## src/rtl/delay_buffer_nd.sv

```systemverilog
// Multi-channel programmable delay line with valid tracking, ce stall and fill gating.
// Optional flush input is built in when DELAY_BUFFER_FLUSH_EN is defined.
module delay_buffer_nd #(
    parameter int PRECISION = 4,
    parameter int CHANNELS  = 1,
    parameter int MAX_DELAY = 16,
    localparam int DLY_W    = $clog2(MAX_DELAY + 1)
) (
    input  logic                          clk,
    input  logic                          rst,
    input  logic                          ce,
    input  logic [DLY_W-1:0]              idelay,
`ifdef DELAY_BUFFER_FLUSH_EN
    input  logic                          iflush,
`endif
    input  logic                          ivalid,
    input  logic [CHANNELS*PRECISION-1:0] idata,
    output logic                          ovalid,
    output logic [CHANNELS*PRECISION-1:0] odata,
    output logic                          ofilled
);

    localparam int W     = CHANNELS * PRECISION;
    localparam int CNT_W = $clog2(MAX_DELAY + 2);

    logic [W-1:0]         sr_data_q [MAX_DELAY];
    logic [W-1:0]         sr_data_d [MAX_DELAY];
    logic [MAX_DELAY-1:0] sr_vld_q, sr_vld_d;
    logic [CNT_W-1:0]     cnt_q, cnt_d;
    logic [DLY_W-1:0]     cur_delay_q, cur_delay_d;
    logic                 ovalid_q, ovalid_d;
    logic [W-1:0]         odata_q, odata_d;
    logic                 ofilled_q, ofilled_d;

    logic [DLY_W-1:0]     dclamp;
    logic                 tap_v;
    logic [W-1:0]         tap_d;
    logic                 filled;
    logic                 flush;

    always_comb begin
        dclamp = (idelay > DLY_W'(MAX_DELAY)) ? DLY_W'(MAX_DELAY) : idelay;
        flush  = 1'b0;
`ifdef DELAY_BUFFER_FLUSH_EN
        flush  = iflush;
`endif
        sr_data_d   = sr_data_q;
        sr_vld_d    = sr_vld_q;
        cnt_d       = cnt_q;
        cur_delay_d = cur_delay_q;
        ovalid_d    = ovalid_q;
        odata_d     = odata_q;
        ofilled_d   = ofilled_q;
        tap_v       = ivalid;
        tap_d       = idata;
        filled      = 1'b0;

        // Tap k holds the sample from k+1 ce edges ago; D=0 bypasses storage
        // so the output register alone supplies the single cycle of delay.
        for (int unsigned k = 0; k < MAX_DELAY; k++) begin
            if (DLY_W'(k + 1) == dclamp) begin
                tap_v = sr_vld_q[k];
                tap_d = sr_data_q[k];
            end
        end

        if (ce) begin
            cur_delay_d = dclamp;
            if (dclamp != cur_delay_q)
                cnt_d = CNT_W'(1);
            else if (cnt_q == CNT_W'(MAX_DELAY + 1))
                cnt_d = cnt_q;
            else
                cnt_d = cnt_q + CNT_W'(1);

            sr_data_d[0] = idata;
            sr_vld_d[0]  = ivalid;
            for (int unsigned k = 1; k < MAX_DELAY; k++) begin
                sr_data_d[k] = sr_data_q[k-1];
                sr_vld_d[k]  = sr_vld_q[k-1];
            end

            filled    = (cnt_d >= CNT_W'(dclamp) + CNT_W'(1));
            ofilled_d = filled;
            ovalid_d  = filled & tap_v;
            odata_d   = filled ? tap_d : '0;

            if (flush) begin
                cnt_d     = '0;
                sr_vld_d  = '0;
                ovalid_d  = 1'b0;
                odata_d   = '0;
                ofilled_d = 1'b0;
            end
        end
    end

    always_ff @(posedge clk) begin
        if (rst) begin
            sr_data_q   <= '{default: '0};
            sr_vld_q    <= '0;
            cnt_q       <= '0;
            cur_delay_q <= dclamp;
            ovalid_q    <= 1'b0;
            odata_q     <= '0;
            ofilled_q   <= 1'b0;
        end else begin
            sr_data_q   <= sr_data_d;
            sr_vld_q    <= sr_vld_d;
            cnt_q       <= cnt_d;
            cur_delay_q <= cur_delay_d;
            ovalid_q    <= ovalid_d;
            odata_q     <= odata_d;
            ofilled_q   <= ofilled_d;
        end
    end

    assign ovalid  = ovalid_q;
    assign odata   = odata_q;
    assign ofilled = ofilled_q;

endmodule

```

## config.mk

```make
export PLATFORM = sky130hd
export DESIGN_NAME = delay_buffer_nd
export DESIGN_NICKNAME = d
export VERILOG_FILES = /design/src/rtl/delay_buffer_nd.sv
export SDC_FILE = /design/constraint.sdc
export NUM_CORES = 1
export LEC_CHECK = 0
export ABC_AREA = 1
export ABC_CLOCK_PERIOD_IN_PS = 3600
export BUFFER_PORTS_ARGS = -buffer_cell sky130_fd_sc_hd__buf_2
export CORE_ASPECT_RATIO = 2
export CORE_MARGIN = 8
export CORE_UTILIZATION = 30
export DETAILED_ROUTE_END_ITERATION = 10
export PLACE_DENSITY = 0.53
export SYNTH_ARGS = -nofsm -noshare
export SYNTH_HDL_FRONTEND = slang
export SYNTH_SLANG_ARGS = --single-unit
export TNS_END_PERCENT = 100
```

## constraint.sdc

```tcl
create_clock -name clk -period 3.6 [get_ports clk]
set_input_delay 0.72 -clock clk [delete_from_list [all_inputs] [get_ports clk]]
set_output_delay 0.72 -clock clk [all_outputs]
set_load 0.02 [all_outputs]
```

## Yosys cells after proc, flatten, opt, wreduce, memory -nomap -nowiden

Cells that the tools add are included.
W data, S select, Z words.

| word-level totals | value |
|---|---|
| output and inout port bits | 6 |
| input port bits | 13 |
| register bits | 96 |
| word-level logic and storage cells | 85 |

| operators by class | value |
|---|---|
| $lt $le $gt $ge | 2 |
| eq/ne operators | 18 |
| add/subtract/negate cells | 2 |
| reduce and logical (&&, ||, !) cells | 1 |
| mux-type cells | 39 |
| bitwise logic cells | 1 |

Operator list:

| cell | count |
|---|---|
| $mux W4 | 17 |
| $eq A4 B5 Y1 const A | 8 |
| $mux W5 | 6 |
| $eq A3 B5 Y1 const A | 4 |
| $mux W1 | 16 |
| $add A5 B1 Y5 const B | 2 |
| $eq A2 B5 Y1 const A | 2 |
| $eq A1 B5 Y1 const A | 1 |
| $eq A5 B5 Y1 const A | 1 |
| $eq A5 B5 Y1 const B | 1 |
| $ge A5 B5 Y1 | 1 |
| $gt A5 B5 Y1 const B | 1 |
| $ne A5 B5 Y1 | 1 |
| $reduce_bool A2 Y1 | 1 |
| $and A1 B1 Y1 | 1 |

## Depth between registers and ports, before layout

| logic depth | value |
|---|---|
| depth after elaboration | 20 |
| mapped depth | 27 |
| gate-level depth less buffers | 27 |

## Least setup slack after synthesis

OpenSTA, ideal clock, no wires.

| timing | value |
|---|---|
| path type | in2reg |
| start point | input port idelay[4] |
| end point | register odata_q[0], in the netlist odata[0] |
| path slack | 0.634 ns |
| setup time | 0.112 ns |
| required time | 3.488 ns |
| buffers on the path | 0 |
| data arrival time | 2.854 ns |
| stages on the path | 18 |
| cells stage by stage | inv_2 a41oi_1 nor2_1 inv_1 or2_2 nand4_1 inv_1 nand2_1 inv_1 ha_1 a21oi_1 o21bai_1 a21oi_1 nor2_1 o21bai_1 a21oi_1 nand2_1 nand2_1 |

| on the way | value |
|---|---|
| word-level cells in the longest chain between the ends | 20 |
| elaborated cells between the ends (all ways) | 40 |
| classes of those cells | add/sub (1); order compare (2); eq/ne (17); mux (20) |

Ends and longest elaborated chain:

| what | line | text |
|---|---|---|
| from (decl) | 12 | `input logic [DLY_W-1:0] idelay,` |
| $gt A5 B5 Y1 | 42 | `dclamp = (idelay > DLY_W'(MAX_DELAY)) ? DLY_W'(MAX_DELAY) : idelay;` |
| $mux W5 * | 42 |  |
| $eq A1 B5 Y1 | 61 | `if (DLY_W'(k + 1) == dclamp) begin` |
| $mux W4 (16 in series) | 61 |  |
| $mux W4 * | 86 | `odata_d = filled ? tap_d : '0;` |
| to (signal assigned) | 113 | `odata_q <= odata_d;` |
| to (decl) | 32 | `logic [W-1:0] odata_q, odata_d;` |

Every way passes the cells marked *; elsewhere a longest branch is shown, timed or not. The select of a mux whose other input is x is not followed.
A chain may end at the register's enable or synchronous reset.

## Final worst setup path

| timing | value |
|---|---|
| start point | input port idelay[3] |
| end point | register odata_q[3], in the netlist odata[3] |

The elaborated chain is that of the path after synthesis.

==> results.yml <==
finish:
  drive_gt1_share_pct: 8.40
  utilization_pct: 34.5
  final_common_cell: "inv_1"
  syn_to_final_growth_pct: 13.5
  finalNetCount: 663
  multiInputGateArea_mm2: 0.00186
  ff_latch_area_mm2: 0.00197
  layout.cells.non_filler: 838
  antenna_cells: 0
  fillers: 1620
  layout_common_cells: "146 x inv_1, 130 x nand2_1, 91 x dfxtp_1, 77 x o22ai_1, 40 x nand3_1"
sta:
  rsz0062_at_grt: "no"
  maxClockFrequency_ghz: 0.315
  fin_crit_sh_pct: 88.2
  hold_viol_final: 0
  fin_crit_ps: 3170
  worstMarginPinSlew_ps: 696
  skew_ps: 7.57
  final.setup.tns_ps: 0
  fin_hold_ws_ps: 453
  finalSetupViolCount: 0
  slew_viol_final: 0
  max_slew_margin_pct: 53.6
yosys:
  syn-cell-area_mm2: 0.00447
  synth_area_per_cell_um2: 7.20
  synth_area_leaders: "dfxtp_1 41%, inv_1 12%, nand2_1 11%"
  syn_inst: 621
  synth.top_cell.area_share_pct: 40.7
  ys_types: 30
  syn_nets: 646
  ys_seq_elements: 96
  ys_seq_area_share_pct: 44.1
  ys.warnings.count: 0
  synth.largest_area_cell: "dfxtp_1"
placed_design:
  dp_hpwl_um: 8050
  routabilityCongestion: 0.819
  placedCellCount: 822
  portBuffers: 18
worst_setup_path:
  critPathMaxStageDelay_ps: 300
  worstPathRequired_ps: 3840
  crit_family: "simple AND/OR/NAND/NOR gates"
  crit_fanout: 6
  cp_slowest_cell: "or2_2"
  path_cells: "buf_2 > inv_1 > a41oi_1 > nor2_1 > inv_1 > or2_2 > nand4_1 > inv_1 > nand2_1 > inv_1 > ha_1 > a21oi_1 > o21bai_1 > a21oi_1 > nor2_1 > o21bai_1 > buf_4 > a21oi_1 > nand2_1 > nand2_1"
  critPathArrivalTime_ps: 3420
  crit_top_cell: "inv_1"
  start_kind: "input pin"
  worstSetupEndpointType: "flop"
  worst-path-buf-inv: 6
  worstSetupPathType: "input pin to flop"
clock_network:
  postCtsSetupRepairBufs: 0
  clock_sinks: 96
  numCtsBuffers: 9
  clock-root-buffer: "clkbuf_16"
  cts_tree: "built"
  ctsResizeCount: 0
  clkSlewWorstSetupHoldPaths_ps: 70
  clkLatencyLatePin_ps: 340
  clk_path_buf_depth: 2
  htreeDepth: 3
  cts-hold-fix-buffers: 0
routing:
  drcViolationCount: 0
  dr_total_vias: 3825
  first_pass_iters: 5
  wirelength_um: 10800
  ant_nets: 0
  dr.first_iter.drc_count: 201
  via_per_inst: 4.56
  wl_per_cell_um: 12.9
grt:
  grt_pass1_vias: 3752
  grt_pass1_wl_um: 17800
  grt-ovfl-total: 0
  track_usage_pct: 11.8
  antenna_found_initial: 0
  grt_max_degree: 91
die:
  io_pins: 19
  core-area_mm2: 0.0147
  die_w_um: 102
  rows: 63
  start_util_pct: 30.4
  die_h_um: 189
  dieArea_mm2: 0.0193
run:
  drv_cap: 0
power_and_ir_drop:
  power.density_mw_per_mm2: 434
  power.leakage_nw: 2.06
  ir_drop_uv: 174
  finalPower_mw: 2.20
min_path:
  hold_class: "flop to flop"
outcome:
  outcome: "finished, final reports clean"
-- worst register-to-register path: cells and delay by family (launching register included) --
kind | cells | cell delay (ps)
adders and majority gates | 1 | 270
DFF | 1 | 390
buffers and inverters | 2 | 220
and+or+nand+nor | 6 | 600
AOI/OAI and AO/OA | 8 | 1100
-- report_power, final --
| part | internal (mW) | total, mW | switching, mW |
|---|---|---|---|
| logic | 0.0658 | 0.201 | 0.135 |
| clock network | 0.476 | 0.909 | 0.433 |
| registers | 1.09 | 1.09 | 0.00822 |
-- metal layers --
metal / up-vias / global-route usage, % / wire length, um
li1: 2036 / - / -
met1: 1728 / 11.8 / 4330
met2: 47 / 22.2 / 5990
met3: 14 / 2.26 / 231
met4: 0 / 5.58 / 241
met5: - / 0 / 0
-- flip-flops by register name, summed over array words and instances, names as in the netlist --
name,cells
sr_vld_q,16
cur_delay_q,5
sr_data_q,64
cnt_q,5
ofilled,1
ovalid,1
odata,4
-- path summary, 6_finish.rpt --
| kind | from | end | slack, ps | cells after the start |
|---|---|---|---|---|
| max | idelay[3] | odata[3] | 430 | 20 |
| min | odata[0] | odata[0] | 450 | 2 |
| max reg2reg | cur_delay_q[4] | odata[3] | 900 | 17 |
| min reg2reg | odata[0] | odata[0] | 450 | 2 |
-- area by class of cell --
class,count,area share (%)
clock buffers,9,4.43
repair buffers,25,3.05
inverters,150,11.1
clock inverters,7,1.08
flip-flops and latches,96,38.8
multi-input cells,356,36.7
well taps,195,4.80
-- Yosys cell counts (all sizes together) --
cell and n:
o21ai 41, nand4 3, ha 12, clkbuf 17
xor2 4, or2 1, a21oi 20, a41oi 1
nor2 17, nor4 1, o22ai 77, dlygate4sd3 1
o21bai 2, nand2 134, edfxtp 5, dfxtp 91
nand3 41, buf 1, clkinv 1, inv 149
a22oi 1, o32ai 1
-- metrics by stage --
stage / worst slack (ps) / cell area (um2)
after floorplan: 634 / 4470
after global placement: 101 / 4800
after detailed placement: 49.6 / 4800
after CTS: 405 / 5080
after global routing: 26.8 / 5080
final: 426 / 5080
-- cells by family after synthesis --
kind of cell,share of synthesized area [%]
xor+xnor,0.783
simple gates,18.7
buf+inv,14.3
fa+ha+maj,3.36
compound gates,18.7
flops,44.1
No activity file was read; power rests on OpenSTA's default activity.
